$ cat src/rtl/mux_pkg.sv
// Shared constants and types for the N-to-1 registered round-robin multiplexer.
package mux_pkg;

    localparam logic MODE_FIXED = 1'b0;
    localparam logic MODE_RR    = 1'b1;

    typedef enum logic {
        OUT_EMPTY = 1'b0,
        OUT_FULL  = 1'b1
    } out_state_e;

endpackage

$ cat src/rtl/mux_nto1_rr_rr_pick.sv
// Round-robin picker: rotates the request vector to start at ptr and
// priority-encodes the first set bit back into an absolute channel index.
module rr_pick #(
    parameter int N    = 4,
    parameter int SELW = $clog2(N)
) (
    input  logic [N-1:0]    req,
    input  logic [SELW-1:0] ptr,
    output logic [SELW-1:0] grant,
    output logic            grant_vld
);

    localparam int IW = SELW + 1;

    logic [IW-1:0]   w_sum [N];
    logic [SELW-1:0] w_idx [N];
    logic [N-1:0]    w_rot;

    // ptr is always < N, so one conditional subtract implements the modulo.
    generate
        for (genvar gi = 0; gi < N; gi++) begin : g_rot
            assign w_sum[gi] = {1'b0, ptr} + IW'(gi);
            assign w_idx[gi] = (w_sum[gi] >= IW'(N)) ? SELW'(w_sum[gi] - IW'(N))
                                                     : SELW'(w_sum[gi]);
            assign w_rot[gi] = req[w_idx[gi]];
        end
    endgenerate

    // Scan from the farthest offset down so the nearest request wins.
    always_comb begin
        grant     = '0;
        grant_vld = |req;
        for (int k = N - 1; k >= 0; k--) begin
            if (w_rot[k]) begin
                grant = w_idx[k];
            end
        end
    end

endmodule

$ cat src/rtl/mux_nto1_rr.sv
// N-to-1 multiplexer with per-channel valid/ready, a one-entry output register
// with backpressure, and fixed-select or round-robin channel selection.
module mux_nto1_rr
    import mux_pkg::*;
#(
    parameter int N    = 4,
    parameter int W    = 8,
    parameter int SELW = $clog2(N)
) (
    input  logic            clk,
    input  logic            rst,
    input  logic [N*W-1:0]  In,
    input  logic [N-1:0]    In_valid,
    output logic [N-1:0]    In_ready,
    input  logic [SELW-1:0] Sel,
    input  logic            Mode,
    output logic [W-1:0]    out,
    output logic            out_valid,
    input  logic            out_ready,
    output logic [SELW-1:0] out_sel
);

    localparam int PADN = 1 << SELW;

    out_state_e      r_state;
    out_state_e      w_state_next;
    logic [W-1:0]    r_out;
    logic [SELW-1:0] r_sel;
    logic [SELW-1:0] r_ptr;
    logic [SELW-1:0] w_ptr_next;

    logic [W-1:0]    w_ch [N];
    logic [PADN-1:0] w_valid_pad;
    logic [SELW-1:0] w_rr_grant;
    logic            w_rr_vld;
    logic [SELW-1:0] w_grant;
    logic            w_grant_vld;
    logic            w_load;

    generate
        for (genvar gi = 0; gi < N; gi++) begin : g_chan
            assign w_ch[gi]     = In[gi*W +: W];
            assign In_ready[gi] = !rst && w_load && (w_grant == SELW'(gi));
        end
    endgenerate

    // Zero padding up to 2**SELW makes an out-of-range Sel read as "not valid".
    assign w_valid_pad = PADN'(In_valid);

    rr_pick #(
        .N    (N),
        .SELW (SELW)
    ) u_rr_pick (
        .req       (In_valid),
        .ptr       (r_ptr),
        .grant     (w_rr_grant),
        .grant_vld (w_rr_vld)
    );

    always_comb begin
        w_grant      = Sel;
        w_grant_vld  = w_valid_pad[Sel];
        w_state_next = r_state;
        w_ptr_next   = r_ptr;
        if (Mode == MODE_RR) begin
            w_grant     = w_rr_grant;
            w_grant_vld = w_rr_vld;
        end
        w_load = ((r_state == OUT_EMPTY) || out_ready) && w_grant_vld;
        if (w_load) begin
            w_state_next = OUT_FULL;
        end else if (out_ready) begin
            w_state_next = OUT_EMPTY;
        end
        if (w_load && (Mode == MODE_RR)) begin
            w_ptr_next = (w_grant == SELW'(N - 1)) ? '0 : w_grant + 1'b1;
        end
    end

    always_ff @(posedge clk) begin
        if (rst) begin
            r_state <= OUT_EMPTY;
            r_out   <= '0;
            r_sel   <= '0;
            r_ptr   <= '0;
        end else begin
            r_state <= w_state_next;
            r_ptr   <= w_ptr_next;
            if (w_load) begin
                r_out <= w_ch[w_grant];
                r_sel <= w_grant;
            end
        end
    end

    assign out       = r_out;
    assign out_sel   = r_sel;
    assign out_valid = (r_state == OUT_FULL);

endmodule

$ cat config.mk
export PLATFORM = sky130hd
export DESIGN_NAME = mux_nto1_rr
export DESIGN_NICKNAME = d
export VERILOG_FILES = /design/src/rtl/mux_pkg.sv /design/src/rtl/mux_nto1_rr_rr_pick.sv /design/src/rtl/mux_nto1_rr.sv
export SDC_FILE = /design/constraint.sdc
export NUM_CORES = 1
export LEC_CHECK = 0
export CAP_MARGIN = 40
export CORE_UTILIZATION = 42
export CTS_CLUSTER_DIAMETER = 60
export DETAILED_ROUTE_END_ITERATION = 10
export PLACE_DENSITY = 0.87
export SYNTH_ARGS = -nofsm -noshare
export SYNTH_HDL_FRONTEND = slang
export SYNTH_SLANG_ARGS = --single-unit
$ cat constraint.sdc
create_clock -name clk -period 2.69 [get_ports clk]
set_input_delay 0.4035 -clock clk [delete_from_list [all_inputs] [get_ports clk]]
set_output_delay 0.4035 -clock clk [all_outputs]
set_load 0.01 [all_outputs]
-- Word level (Yosys, flattened, before mapping)
Index checks and enable logic that the tools add are counted.
W data, S select, Z words.
- memory bits (writable): 0
- memories kept: 0
- flip-flop bits (word level): 13
- input port bits: 42
- memory bits (read-only): 0
- bits in latches: 0
- add/sub/neg operators: 8
- bitwise logic cells: 2
- magnitude comparators: 10
- divide/modulo/power cells: 0
- shift operators: 0
- reductions and logical operators: 12
- equality and inequality tests: 3
- mux-type cells: 26
- $mul: 0
- operator list (operator ; number):
    $mux W2 ; 10
    $bmux W8 S2 ; 1
    $mux W8 ; 2
    $lt A2 B3 Y1 const B ; 5
    $ge A3 B3 Y1 const B ; 4
    $bmux W1 S2 ; 5
    $mux W1 ; 8
    $sub A2 B1 Y2 const B ; 4
    $logic_and A1 B1 Y1 ; 7
    $add A2 B2 Y3 const B ; 2
    $eq A2 B2 Y1 const B ; 2
    $reduce_or A4 Y1 ; 1
    $add A2 B1 Y3 const B ; 1
    $ge A2 B3 Y1 const B ; 1
    $not A2 Y3 ; 1
    $add A2 B1 Y2 const B ; 1
    $eq A2 B1 Y1 const B ; 1
    $logic_not A2 Y1 ; 1
    $reduce_bool A2 Y1 ; 1
    $logic_not A1 Y1 ; 1
    $logic_or A1 B1 Y1 ; 1
    $not A1 Y1 ; 1

-- Longest topological paths before layout
- word-level depth: 14
- mapped depth: 10
- depth with buffers taken out: 7

-- Cells and area by module
Synthesis repeated with hierarchy kept, for this count alone.
- cells, all modules: 79
- area total of the unflattened synthesis: 872.1 um^2
- by module, submodules not included (module ; cells each ; area an instance (um^2) ; times used):
    mux_nto1_rr ; 66 ; 794.5 ; 1
    rr_pick ; 13 ; 77.6 ; 1

-- Least setup slack after synthesis
No wires, ideal clock.
- path type: input to output
- from: input Mode
- to: output In_ready[3]
- cell stages on the path: 8
- setup slack: 684 ps
- buffers on the path: 2
- arrival time: 1602 ps
- cells stage by stage: mux2_2 > a21o_1 > buf_2 > buf_6 > nand2_1 > inv_1 > ha_1 > and2_1
- word-level cells in the longest chain between the ends: 4
- elaborated cells on any way between the ends: 6
- those cells by class: eq/ne: 1; mux: 2; reduce/logical: 3
- RTL lines (element ; line ; text):
    start: declaration ; mux_nto1_rr.sv:16 ; input logic Mode,
    $mux W1 ; mux_nto1_rr.sv:65 ; if (Mode == MODE_RR) begin
    $logic_and A1 B1 Y1 ; mux_nto1_rr.sv:69 ; w_load = ((r_state == OUT_EMPTY) || out_ready) && w_grant_vld;
    $logic_and A1 B1 Y1 ; mux_nto1_rr.sv:43 ; assign In_ready[gi] = !rst && w_load && (w_grant == SELW'(gi));
    $logic_and A1 B1 Y1 * ; mux_nto1_rr.sv:43 ;
    end: declaration ; mux_nto1_rr.sv:14 ; output logic [N-1:0] In_ready,
Every way passes the cells marked *; elsewhere a longest branch is shown, timed or not.

-- Final worst setup path
- from: input In_valid[3]
- to: output In_ready[3]
- word-level cells in the longest chain between the ends: 9
- elaborated cells on any way between the ends: 21
- those cells by class: eq/ne: 1; mux: 16; reduce/logical: 4
- RTL lines (element ; line ; text):
    start: declaration ; mux_nto1_rr.sv:13 ; input logic [N-1:0] In_valid,
    $bmux W1 S2 ; mux_nto1_rr_rr_pick.sv:25 ; assign w_rot[gi] = req[w_idx[gi]];
    $mux W1 (not written as such) ; mux_nto1_rr_rr_pick.sv:25 ;
    $mux W2 (4 in series) ; mux_nto1_rr_rr_pick.sv:34 ; if (w_rot[k]) begin
    $mux W2 ; mux_nto1_rr.sv:65 ;
    $eq A2 B2 Y1 ; mux_nto1_rr.sv:43 ;
    $logic_and A1 B1 Y1 * ; mux_nto1_rr.sv:43 ;
Every way passes the cells marked *; elsewhere a longest branch is shown, timed or not. The select of a mux whose other input is x is not followed.

==> metrics.csv <==
metric;value;unit
clkTransAtPathRegs;0.08;ns
drive_above_1_share;15.8;%
antenna_cells;0;
pre_cts_ws;-0.273;ns
rr_endpoint;out[6];
die-area;0.00271;mm²
finalCritPeriodShare;97.1;%
yosys-top-cells-area;dfxtp_1 (25%), nand3_1 (16%), o21ai_0 (8.6%);
num_rows;17;
grt_pass1_wl;6.04;mm
gp_congestion;0.821;
setup-violations-final;0;
vias_per_cell;5.86;
crit_required;2.29;ns
yosysTopAreaCell;dfxtp_1;
design_power_total;0.685;mW
grt_pass1_vias;1411;
antenna_found_initial;0;
cts.sinks;13;
postSynthNetCount;182;
worst_slew_pin_slew;0.559;ns
min_path_type;flop to flop;
n_fill_cell;164;
cts_buffers;3;
setup_ws;0.0769;ns
ant_nets;0;
first_pass_iters;4;
power_density;386;mW/mm²
finalHoldViolations;0;
holdWs;0.528;ns
relSlewSlack;62.7;%
rsz0062_at_grt;false;
regArea;260;µm²
yosys_warnings;0;
fin_nets;253;
cp-end-kind;output port;
cp_max_fo;4;
multi_input_area;738;µm²
syn_area_per_cell;7.57;µm²
cts-root-buf;clkbuf_4;
ys_types;38;
start_util;46.2;%
die_x;52.1;µm
synth_top_area_share;24.7;%
regToRegStartpoint;r_ptr[1];
routedWlPerCell;15.3;µm
place_hpwl;2.67;mm
route.detailed.drc;0;
htreeDepth;1;
min_to;out_sel[1];
grt_overflow;0;
ys_seq_area_share;24.7;%
syn_area;0.00105;mm²
port_buffers;56;
syn_inst;139;
max_freq;0.383;GHz
hold_depth;2;
routed_wl;3.63;mm
vias;1390;
maxSlewViolCount;0;
io_pins;57;
fin_worst_skew;0.0106;ns
cp.arrival;2.21;ns
die_h;52.1;µm
vdd_drop_max;296;µV
postLayoutCoreUtil;78.0;%
syn2layout_area_growth;68.7;%
worst-r2r-setup-slack;0.88;ns
ys_ff_latch;13;
worstHoldStart;out_sel[1];
cts.path.max_buffers;2;
maxCapViolCount;0;
first_iter_violations;25;
rr_worst_depth;7;
worstSkewPairLatency;0.28;ns
status;finished clean;
cts_tree;built;
critPathKind;input port to output port;
grt_max_degree;17;
grt_usage;29.4;%
p_leak;0.734;nW
start_kind;input port;
period_needed;2.61;ns
coreArea;0.00228;mm²
==> stage by stage <==
| stage | cells | instance area, µm² | TNS (ns) |
|---|---|---|---|
| 2_1_floorplan | 139 | 1050 | 0 |
| 3_3_place_gp | 232 | 1730 | -0.494 |
| 3_5_place_dp | 232 | 1730 | -0.986 |
| 4_1_cts | 237 | 1780 | 0 |
| 5_1_grt | 237 | 1780 | 0 |
| 6_report | 237 | 1780 | 0 |
==> Yosys cell counts <==
library cell / n
nand3_1: 33
o21ai_0: 18
dfxtp_1: 13
nor2b_1: 11
a32o_1: 8
a21oi_1: 5
inv_1: 4
and3_1: 3
buf_2: 3
buf_4: 3
nand2b_1: 3
nor2_1: 3
o21a_1: 3
clkbuf_1: 2
mux2i_1: 2
nand2_1: 2
o21ai_1: 2
a2111o_1: 1
a211o_1: 1
a21boi_0: 1
a21o_1: 1
a21oi_2: 1
a2bb2oi_2: 1
a311oi_1: 1
and2_1: 1
and2b_1: 1
and2b_2: 1
buf_6: 1
ha_1: 1
inv_2: 1
mux2_1: 1
mux2_2: 1
nand3_2: 1
nor3_1: 1
o211a_1: 1
o21ai_2: 1
o32a_2: 1
o32ai_1: 1
==> worst max-delay path, cell delays in order <==
cell	delay [ns]
clkdlybuf4s50_1	0.46
o32a_2	0.41
nor2_2	0.13
o21a_1	0.19
nor3_4	0.06
buf_4	0.14
and2_1	0.15
dlygate4sd2_1	0.28
==> state kept, by name (all words and copies together) (netlist names) <==
register and flops:
out 8, out_sel 2, out_valid 1, r_ptr 2
==> cell usage in the layout, fill, tap and decap left out, drive strengths merged <==
cell type / instances
and3: 3
mux2i: 2
mux2: 2
a211o: 1
a21oi: 6
o32a: 1
a2111o: 1
nor2: 3
o32ai: 1
inv: 5
a311oi: 1
dlygate4sd2: 5
clkdlybuf4s50: 51
nor2b: 11
a21o: 1
o211a: 1
a32o: 8
and2: 1
nand2: 2
a21boi: 1
nand2b: 3
nor3: 1
buf: 19
dfxtp: 13
ha: 1
and2b: 2
a2bb2oi: 1
clkbuf: 4
nand3: 34
o21a: 3
o21ai: 21
==> area by class of cell <==
cell class	count	share of cell area, %
clock buffers	4	1.48
flip-flops and latches	13	14.7
multi-input cells	112	41.6
inverters	5	1.06
well taps	28	1.97
repair buffers	75	39.3
==> per-layer routing <==
layer | global-route usage (%) | wire (µm)
met1 | 32.1 | 1480
met2 | 58.5 | 1880
met3 | 2.92 | 241
met5 | 0 | 0
met4 | 7.21 | 25
==> where the power goes <==
part / internal (mW) / leakage (nW) / switching (mW)
logic: 0.182 / 0.612 / 0.146
clock network: 0.0573 / 0.0150 / 0.0683
registers: 0.216 / 0.107 / 0.0153
==> cell families (layout without fill, tap and decap cells) <==
logic type / Yosys count / after routing / synth area share (%)
simple gates: 60 / 60 / 31.2
buf+inv: 14 / 84 / 7.13
mux: 4 / 4 / 4.04
compound gates: 47 / 47 / 31.7
fa+ha+maj: 1 / 1 / 1.19
flops: 13 / 13 / 24.7
==> how the worst max path moves through the flow <==
stage / from / endpoint
2_1_floorplan: Mode / In_ready[3]
3_3_place_gp: In_valid[2] / In_ready[3]
3_5_place_dp: Sel[0] / In_ready[0]
4_1_cts: In_valid[3] / In_ready[3]
5_1_grt: In_valid[0] / In_ready[3]
6_report: In_valid[3] / In_ready[3]
==> what timing repair did <==
action / CTS / global route
hold buffers: 0 / 0
endpoints found under the setup margin: 4 / 0
resized for setup: 11 / 0
buffers inserted: 1 / 0
Power figures use the tool's default switching activity.
